### src/rtl/img_frame_packer.sv
// Packs an RGB565 pixel stream into 32-bit host words: one RGB888 word per
// pixel, two raw pixels per word, or one word per pixel after a SYNC_WORD header.
module img_frame_packer #(
  parameter int          IMG_WIDTH  = 640,
  parameter int          IMG_HEIGHT = 480,
  parameter logic [31:0] SYNC_WORD  = 32'hFF000000
) (
  input  logic        clk,
  input  logic        reset,
  input  logic [1:0]  mode,
  input  logic        in_valid,
  output logic        in_ready,
  input  logic        in_sync,
  input  logic [15:0] in_data,
  output logic        out_valid,
  input  logic        out_ready,
  output logic [31:0] out_data,
  output logic        out_last,
  output logic [15:0] frame_count,
  output logic        err_short
);

  localparam int          TOTAL    = IMG_WIDTH * IMG_HEIGHT;
  localparam logic [19:0] LAST_IDX = 20'(TOTAL - 1);

  typedef enum logic [1:0] {
    IDLE,
    HEADER,
    PIXELS
  } state_t;

  state_t      state;
  logic [1:0]  mode_q;
  logic [19:0] pix_cnt;
  logic [15:0] half_p0;
  logic        half_vld_p0;

  logic        out_free;
  logic        in_fire;
  logic        sync_fire;
  logic        pix_fire;
  logic        last_pix;
  logic [1:0]  new_mode;

  function automatic logic [31:0] expand565(input logic [15:0] p);
    return {8'h00, p[15:11], 3'b000, p[10:5], 2'b00, p[4:0], 3'b000};
  endfunction

  // Reserved mode 3 behaves exactly like mode 0.
  function automatic logic [1:0] eff_mode(input logic [1:0] m);
    return (m == 2'd3) ? 2'd0 : m;
  endfunction

  assign out_free  = !out_valid || out_ready;
  assign in_fire   = in_valid && in_ready;
  assign sync_fire = in_fire && in_sync;
  assign pix_fire  = in_fire && !in_sync && (state == PIXELS);
  assign last_pix  = (pix_cnt == LAST_IDX);
  assign new_mode  = eff_mode(mode);

  always_comb begin
    in_ready = 1'b0;
    case (state)
      IDLE:    in_ready = 1'b1;
      HEADER:  in_ready = 1'b0;
      default: in_ready = out_free;
    endcase
  end

  // Output stage: a single register that also accepts a new word in the
  // same cycle the current one is taken, so modes 0/2 sustain one pixel/cycle.
  always_ff @(posedge clk) begin
    if (reset) begin
      state       <= IDLE;
      mode_q      <= 2'd0;
      pix_cnt     <= 20'd0;
      half_p0     <= 16'd0;
      half_vld_p0 <= 1'b0;
      out_valid   <= 1'b0;
      out_data    <= 32'd0;
      out_last    <= 1'b0;
      frame_count <= 16'd0;
      err_short   <= 1'b0;
    end else begin
      if (out_valid && out_ready)
        out_valid <= 1'b0;

      if (sync_fire) begin
        // A sync mid-frame abandons the partial frame but leaves any word
        // already sitting in the output register untouched.
        if (state == PIXELS)
          err_short <= 1'b1;
        mode_q      <= new_mode;
        pix_cnt     <= 20'd0;
        half_vld_p0 <= 1'b0;
        state       <= (new_mode == 2'd2) ? HEADER : PIXELS;
      end else begin
        case (state)
          HEADER: begin
            if (out_free) begin
              out_valid <= 1'b1;
              out_data  <= SYNC_WORD;
              out_last  <= 1'b0;
              state     <= PIXELS;
            end
          end
          PIXELS: begin
            if (pix_fire) begin
              if (mode_q == 2'd1 && !half_vld_p0) begin
                half_p0     <= in_data;
                half_vld_p0 <= 1'b1;
              end else begin
                out_valid   <= 1'b1;
                out_last    <= last_pix;
                out_data    <= (mode_q == 2'd1) ? {in_data, half_p0} : expand565(in_data);
                half_vld_p0 <= 1'b0;
              end
              if (last_pix) begin
                pix_cnt     <= 20'd0;
                frame_count <= frame_count + 16'd1;
                state       <= IDLE;
              end else begin
                pix_cnt <= pix_cnt + 20'd1;
              end
            end
          end
          default: ;
        endcase
      end
    end
  end

endmodule
### config.mk
export PLATFORM = sky130hd
export DESIGN_NAME = img_frame_packer
export DESIGN_NICKNAME = d
export VERILOG_FILES = /design/src/rtl/img_frame_packer.sv
export SDC_FILE = /design/constraint.sdc
export NUM_CORES = 1
export LEC_CHECK = 0
export CAP_MARGIN = 5
export CORE_MARGIN = 2
export CORE_UTILIZATION = 56
export CTS_CLUSTER_SIZE = 25
export DETAILED_ROUTE_END_ITERATION = 10
export GPL_ROUTABILITY_DRIVEN = 0
export PLACE_DENSITY_LB_ADDON = 0.2
export SYNTH_ARGS = -nofsm -noshare
export SYNTH_HDL_FRONTEND = slang
export SYNTH_SLANG_ARGS = --single-unit
### constraint.sdc
create_clock -name clk -period 3.6 [get_ports clk]
set_input_delay 0.36 -clock clk [delete_from_list [all_inputs] [get_ports clk]]
set_output_delay 0.36 -clock clk [all_outputs]
set_load 0.1 [all_outputs]
==> flow_metrics.tcl, run 1 <==
set metrics [dict create \
    io_pins 75 \
    hpwl_um 7060 \
    vias 3949 \
    period_needed_ns 2.60 \
    grt_pass1_wl_um 17000 \
    grt_antenna_before_repair 0 \
    vdd_drop_max_uv 323 \
    coreArea_um2 7210 \
    die-area_um2 8130 \
    p_sw_frac 0.280 \
    async_reset_ff_frac 0 \
    max_cap_viol_count 0 \
    hp-class "primary input to flip-flop" \
    firstDrtPassIters 5 \
    grt_max_degree 50 \
    hold_buffers 0 \
    max_slew_margin 0.328 \
    p_sw_mw 0.557 \
    routed_wl_um 10200 \
    ys_seq_area_frac 0.443 \
    crit_slowest_cell "or4_4" \
    setup_viol 0 \
    wl_per_cell_um 14.9 \
    cts_made_buffers 9 \
    finalSetupTns_ns 0 \
    syn_area_um2 4160 \
    clock_path_buffers 2 \
    ys.flop_type "dfxtp_1" \
    slowest_delay_ns 0.65 \
    dieWidth_um 90.2 \
    yosysWarnings 0 \
    crit_chain "or4b_4 -> or2_1 -> or4_4 -> or4_1 -> a21oi_1" \
    critPathKind "flip-flop to flip-flop" \
    synth.top_cell.area_share 0.443 \
    diodes 0 \
    viasPerCell 5.76 \
    grtUsageTotal 0.252 \
    clock_sinks 92 \
    hold_viol 0 \
    drt-initial-drc-count 244 \
    cts_tree "yes" \
    synth-edff-count 0 \
    yosysMostFrequentCell "dfxtp_1" \
    drc 0 \
    postRouteAntennaNets 0 \
    syn_to_final_growth_pct 23.5 \
    syn_nets 549 \
    start_kind "flip-flop" \
    grt_pass1_vias 3706 \
    place.port_buffers 74 \
    syn_area_per_cell_um2 7.97 \
    root_buffer "clkbuf_8" \
    synth_commonest_cells "dfxtp_1 (92), nand2_1 (90), nor2_1 (50), a21oi_1 (48), nand3_1 (45)" \
    pwr-share-comb 0.137 \
    total_power_mw 1.99 \
    p_leak_nw 1.87 \
    clock_latency_ns 0.35 \
    status "finished clean" \
    cts_setup_buffers 0 \
    rsz0062_at_grt "false" \
    rows 31 \
    skew_ns 0.00590 \
    overflow 0 \
    synthDistinctLibCells 46 \
    die_y_um 90.2 \
    initial_core_util 0.577 \
    seq_power_share 0.524 \
    worst_pin_slew_ns 1.00 \
    cellPowerDensity_nw_per_um2 387 \
    post_cts_resized 0 \
    drive_gt1_frac 0.0511 \
    synth.area.top_cells "dfxtp_1 (44%), nand2_1 (8.1%), a21oi_1 (5.8%)" \
    crit_fanout 25 \
    fill_cells 618 \
    yosys.area.top_type "dfxtp_1" \
    htreeDepth 3 \
    synth_seq_cells 92 \
    nNetsFinal 610 \
    drv_slew 0 \
    clk_pin_slew_worst_paths_ns 0.08 \
    period_share 0.721 \
    cp.arrival_ns 2.89 \
    intPower_mw 1.43 \
    required_ns 3.89 \
    p_clk_frac 0.338 \
    fmax_mhz 385 \
    syn_inst 522 \
    critPathCaptureType "flip-flop" \
]
[worst paths after layout]
kind              depth (start not counted)  slack (ns)                 startpoint                            to
setup / recovery                          5        1.00   pix_cnt[16]$_SDFFE_PP0P_  frame_count[13]$_SDFFE_PP0P_
hold / removal                            2        0.41                      reset  frame_count[14]$_SDFFE_PP0P_
setup reg to reg                          5        1.00   pix_cnt[16]$_SDFFE_PP0P_  frame_count[13]$_SDFFE_PP0P_
hold reg to reg                           2        0.45  out_data[23]$_SDFFE_PP0P_     out_data[23]$_SDFFE_PP0P_
[layout make-up]
type	instances	area, µm²	share of cell area
flip-flops and latches	92	1840	0.358
inverters	9	33.8	0.00657
clock buffers	14	183	0.0355
multi-input cells	388	2150	0.419
clock inverters	1	5.00	0.000974
well taps	99	124	0.0241
repair buffers	83	801	0.156
[power groups by stage]
stage	logic [mW]	registers [mW]	clock network, mW
finish	0.273	1.04	0.672
global route	0.289	1.04	0.717
CTS	0.272	1.04	0.675
detailed placement	0.271	1.07	0
global placement	0.268	1.06	0
floorplan	0.0989	1.15	0
[registers in the layout, indices dropped and copies added, names as in the netlist]
signal	flops
out_data	32
pix_cnt	20
frame_count	16
half_p0	16
mode_q	2
state	2
err_short	1
half_vld_p0	1
out_last	1
out_valid	1
[worst max-delay path: cells and delay by family (launching register included)]
kind	cells	cell delay, ns
AOI/OAI and AO/OA	1	0.14
and+or+nand+nor	4	2.02
DFF	1	0.36
[stage by stage]
stage	utilization	cell area (µm²)	worst slack (ns)	cells	hold slack, ns
2_1_floorplan	-	4160	0.831	522	0.441
3_3_place_gp	0.686	4950	0.970	671	0.438
3_5_place_dp	0.686	4950	0.894	671	0.445
4_1_cts	0.712	5140	1.00	686	0.403
5_1_grt	0.712	5140	0.893	686	0.418
6_report	0.712	5140	1.00	686	0.410
[cells in the final DEF, fill, tap and decap left out, types with 2 or more instances in the layout]
cell,count
mux2i_1,16
clkdlybuf4s50_1,72
or3_1,7
nand3b_1,3
and3_1,5
or4_1,6
xnor2_1,9
nor3_1,9
o21a_1,3
inv_1,9
a21oi_1,48
a211oi_1,9
dfxtp_1,92
o21ai_0,18
ha_1,4
nand2b_1,3
buf_4,10
o31ai_1,6
clkbuf_8,13
nor2b_1,2
and2_1,2
nand3_1,45
nor2_1,50
nor4_1,8
nand4b_1,2
xor2_1,7
nand2_1,90
and3b_1,2
nand4_1,17
[cell families (layout without fill, tap and decap cells)]
family | Yosys count | after routing | share of synthesized area
multiplexers | 16 | 16 | 0.0385
flip-flops | 92 | 92 | 0.443
buffers and inverters | 42 | 107 | 0.0418
XOR/XNOR | 16 | 16 | 0.0337
AND/OR/NAND/NOR | 259 | 259 | 0.300
AO/OA/AOI/OAI | 93 | 93 | 0.131
adder cells (fa/ha/maj) | 4 | 4 | 0.0120
[metal layers]
layer,global-route usage,share of wire
met1,0.308,0.43
met2,0.442,0.49
met3,0.0411,0.057
met4,0.103,0.018
met5,0,0
No activity file was read; power rests on OpenSTA's default activity.
==> run 2: changes to the inputs <==
- CORE_UTILIZATION: 56 -> 47
- clock period: 3.6 -> 2.3 ns (I/O delays scaled with it)
==> flow_metrics.tcl, run 2 (synthesized netlist as in run 1, its figures left out) <==
set metrics [dict create \
    status "finished with violations" \
    violations "setup timing" \
    path_buf_inv 1 \
    nNetsFinal 638 \
    clk_pin_slew_worst_paths_ns 0.10 \
    rsz0062_at_grt "true" \
    fmax_mhz 422 \
    dieWidth_um 98.1 \
    fill_cells 774 \
    r2r_end "frame_count[4]$_SDFFE_PP0P_" \
    hold_path.startpoint "reset" \
    dp_slack_ns -0.0718 \
    place.port_buffers 74 \
    vdd_drop_max_uv 393 \
    coreArea_um2 8640 \
    die-area_um2 9620 \
    regMostFlops "out_data" \
    r2r_cells 6 \
    grt_max_degree 50 \
    reg_top3 "out_data x32, pix_cnt x20" \
    crit_slowest_cell "or4b_4" \
    whs_ns 0.401 \
    clock_sinks 92 \
    root_buffer "clkbuf_8" \
    regToRegStartpoint "pix_cnt[19]$_SDFFE_PP0P_" \
    setup_viol 8 \
    drt-initial-drc-count 221 \
    hold_viol 0 \
    hold_path_depth 3 \
    finalNonFillerCells 724 \
    cp.arrival_ns 2.64 \
    htreeDepth 3 \
    grt_pass1_wl_um 18200 \
    period_share 1.03 \
    rows 34 \
    grt_pass1_vias 3839 \
    crit_chain "or4b_4 -> or2_4 -> buf_4 -> or4_4 -> or4_1 -> a21oi_1" \
    grtUsageTotal 0.227 \
    cp-startpoint "pix_cnt[19]$_SDFFE_PP0P_" \
    max_slew_margin 0.720 \
    syn_to_final_growth_pct 28.0 \
    mostFrequentLayoutCells "nand2_1 (90), dfxtp_1 (84), buf_4 (84)" \
    postRouteAntennaNets 0 \
    critPathKind "flip-flop to flip-flop" \
    regArea_um2 1850 \
    period_needed_ns 2.37 \
    critical-path-top-delay-family "simple AND/OR/NAND/NOR gates" \
    hold_end "half_p0[7]$_SDFFE_PP0P_" \
    io_pins 75 \
    routed_wl_um 10800 \
    skew_ns 0.0112 \
    largest_reg_flops 32 \
    hpwl_um 7430 \
    max_cap_viol_count 0 \
    hold_buffers 0 \
    start_kind "flip-flop" \
    die_y_um 98.1 \
    grt_antenna_before_repair 0 \
    slowest_delay_ns 0.53 \
    dpl-instance-area_um2 5070 \
    clock_latency_ns 0.35 \
    wl_per_cell_um 14.9 \
    drv_slew 0 \
    multi_input_area_um2 2180 \
    crit_fanout 5 \
    drc 0 \
    required_ns 2.58 \
    finalSetupTns_ns -0.404 \
    p_leak_nw 2.13 \
    cellPowerDensity_nw_per_um2 598 \
    firstDrtPassIters 4 \
    final_common_cell "nand2_1" \
    cts_tree "yes" \
    diodes 0 \
    clock_path_buffers 2 \
    initial_core_util 0.482 \
    hp-class "primary input to flip-flop" \
    drive_gt1_frac 0.198 \
    stdcell_area_um2 5320 \
    vias 4052 \
    r2r_slack_ns -0.07 \
    overflow 0 \
    placed_cells 705 \
    viasPerCell 5.60 \
    worst_pin_slew_ns 0.419 \
    fin_ws_ns -0.0683 \
    cts_made_buffers 9 \
    critPathCaptureType "flip-flop" \
]
run 2: cell types whose count changed in the layout (fill, tap and decap cells not counted), moves of 2 or more:
cell and delta:
dfxtp_1 -8, clkbuf_8 -3, clkdlybuf4s50_1 -51, buf_12 +3
buf_4 +74, dfxtp_2 +7, clkinvlp_4 +2
run 2: final cells by class:
type	instances	share of cell area
Multi-Input combinational cell	389	0.410
Inverter	9	0.00635
Clock inverter	6	0.0120
Sequential cell	92	0.348
Timing Repair Buffer	110	0.172
Tap cell	108	0.0254
Clock buffer	10	0.0259
run 2: layer usage:
metal / track usage / wire, µm / vias up
met1: 0.305 / 5080 / 1924
met4: 0.0716 / 135 / 0
li1: - / - / 2021
met3: 0.0351 / 458 / 10
met5: 0 / 0 / -
met2: 0.375 / 5090 / 97
run 2: per-stage QoR:
stage,power (mW),utilization
after global placement,2.11,0.587
after detailed placement,2.11,0.587
after global routing,3.31,0.616
after CTS,3.20,0.614
final,3.18,0.616
after floorplan,1.96,-
run 2: worst max-delay path by stage:
stage | end | slack, ns | cells past startpoint
2_1_floorplan | frame_count[13]$_SDFFE_PP0P_ | -0.03 | 6
3_3_place_gp | frame_count[13]$_SDFFE_PP0P_ | -0.02 | 5
3_5_place_dp | frame_count[11]$_SDFFE_PP0P_ | -0.07 | 6
4_1_cts | frame_count[13]$_SDFFE_PP0P_ | -0.06 | 5
5_1_grt | frame_count[6]$_SDFFE_PP0P_ | -0.14 | 5
6_report | frame_count[4]$_SDFFE_PP0P_ | -0.07 | 6
run 2: worst reg2reg max path, stage by stage, from the launching register on:
cell and delay, ns:
dfxtp_2 0.33, or4b_4 0.53, or2_4 0.24, buf_4 0.14
or4_4 0.51, or4_1 0.42, a21oi_1 0.13
run 2: timing repair:
action / in CTS / in global routing
buffers inserted: 2 / 0
endpoints found under the setup margin: 8 / 46
resized for setup: 2 / 8
cloned: 1 / 0
pin swaps: 1 / 2
run 2: power by group:
| part | switching [mW] | internal [mW] | leakage (nW) | total [mW] |
|---|---|---|---|---|
| combinational | 0.314 | 0.132 | 1.28 | 0.447 |
| clock | 0.576 | 0.530 | 0.0983 | 1.11 |
| sequential | 0.0161 | 1.61 | 0.747 | 1.63 |
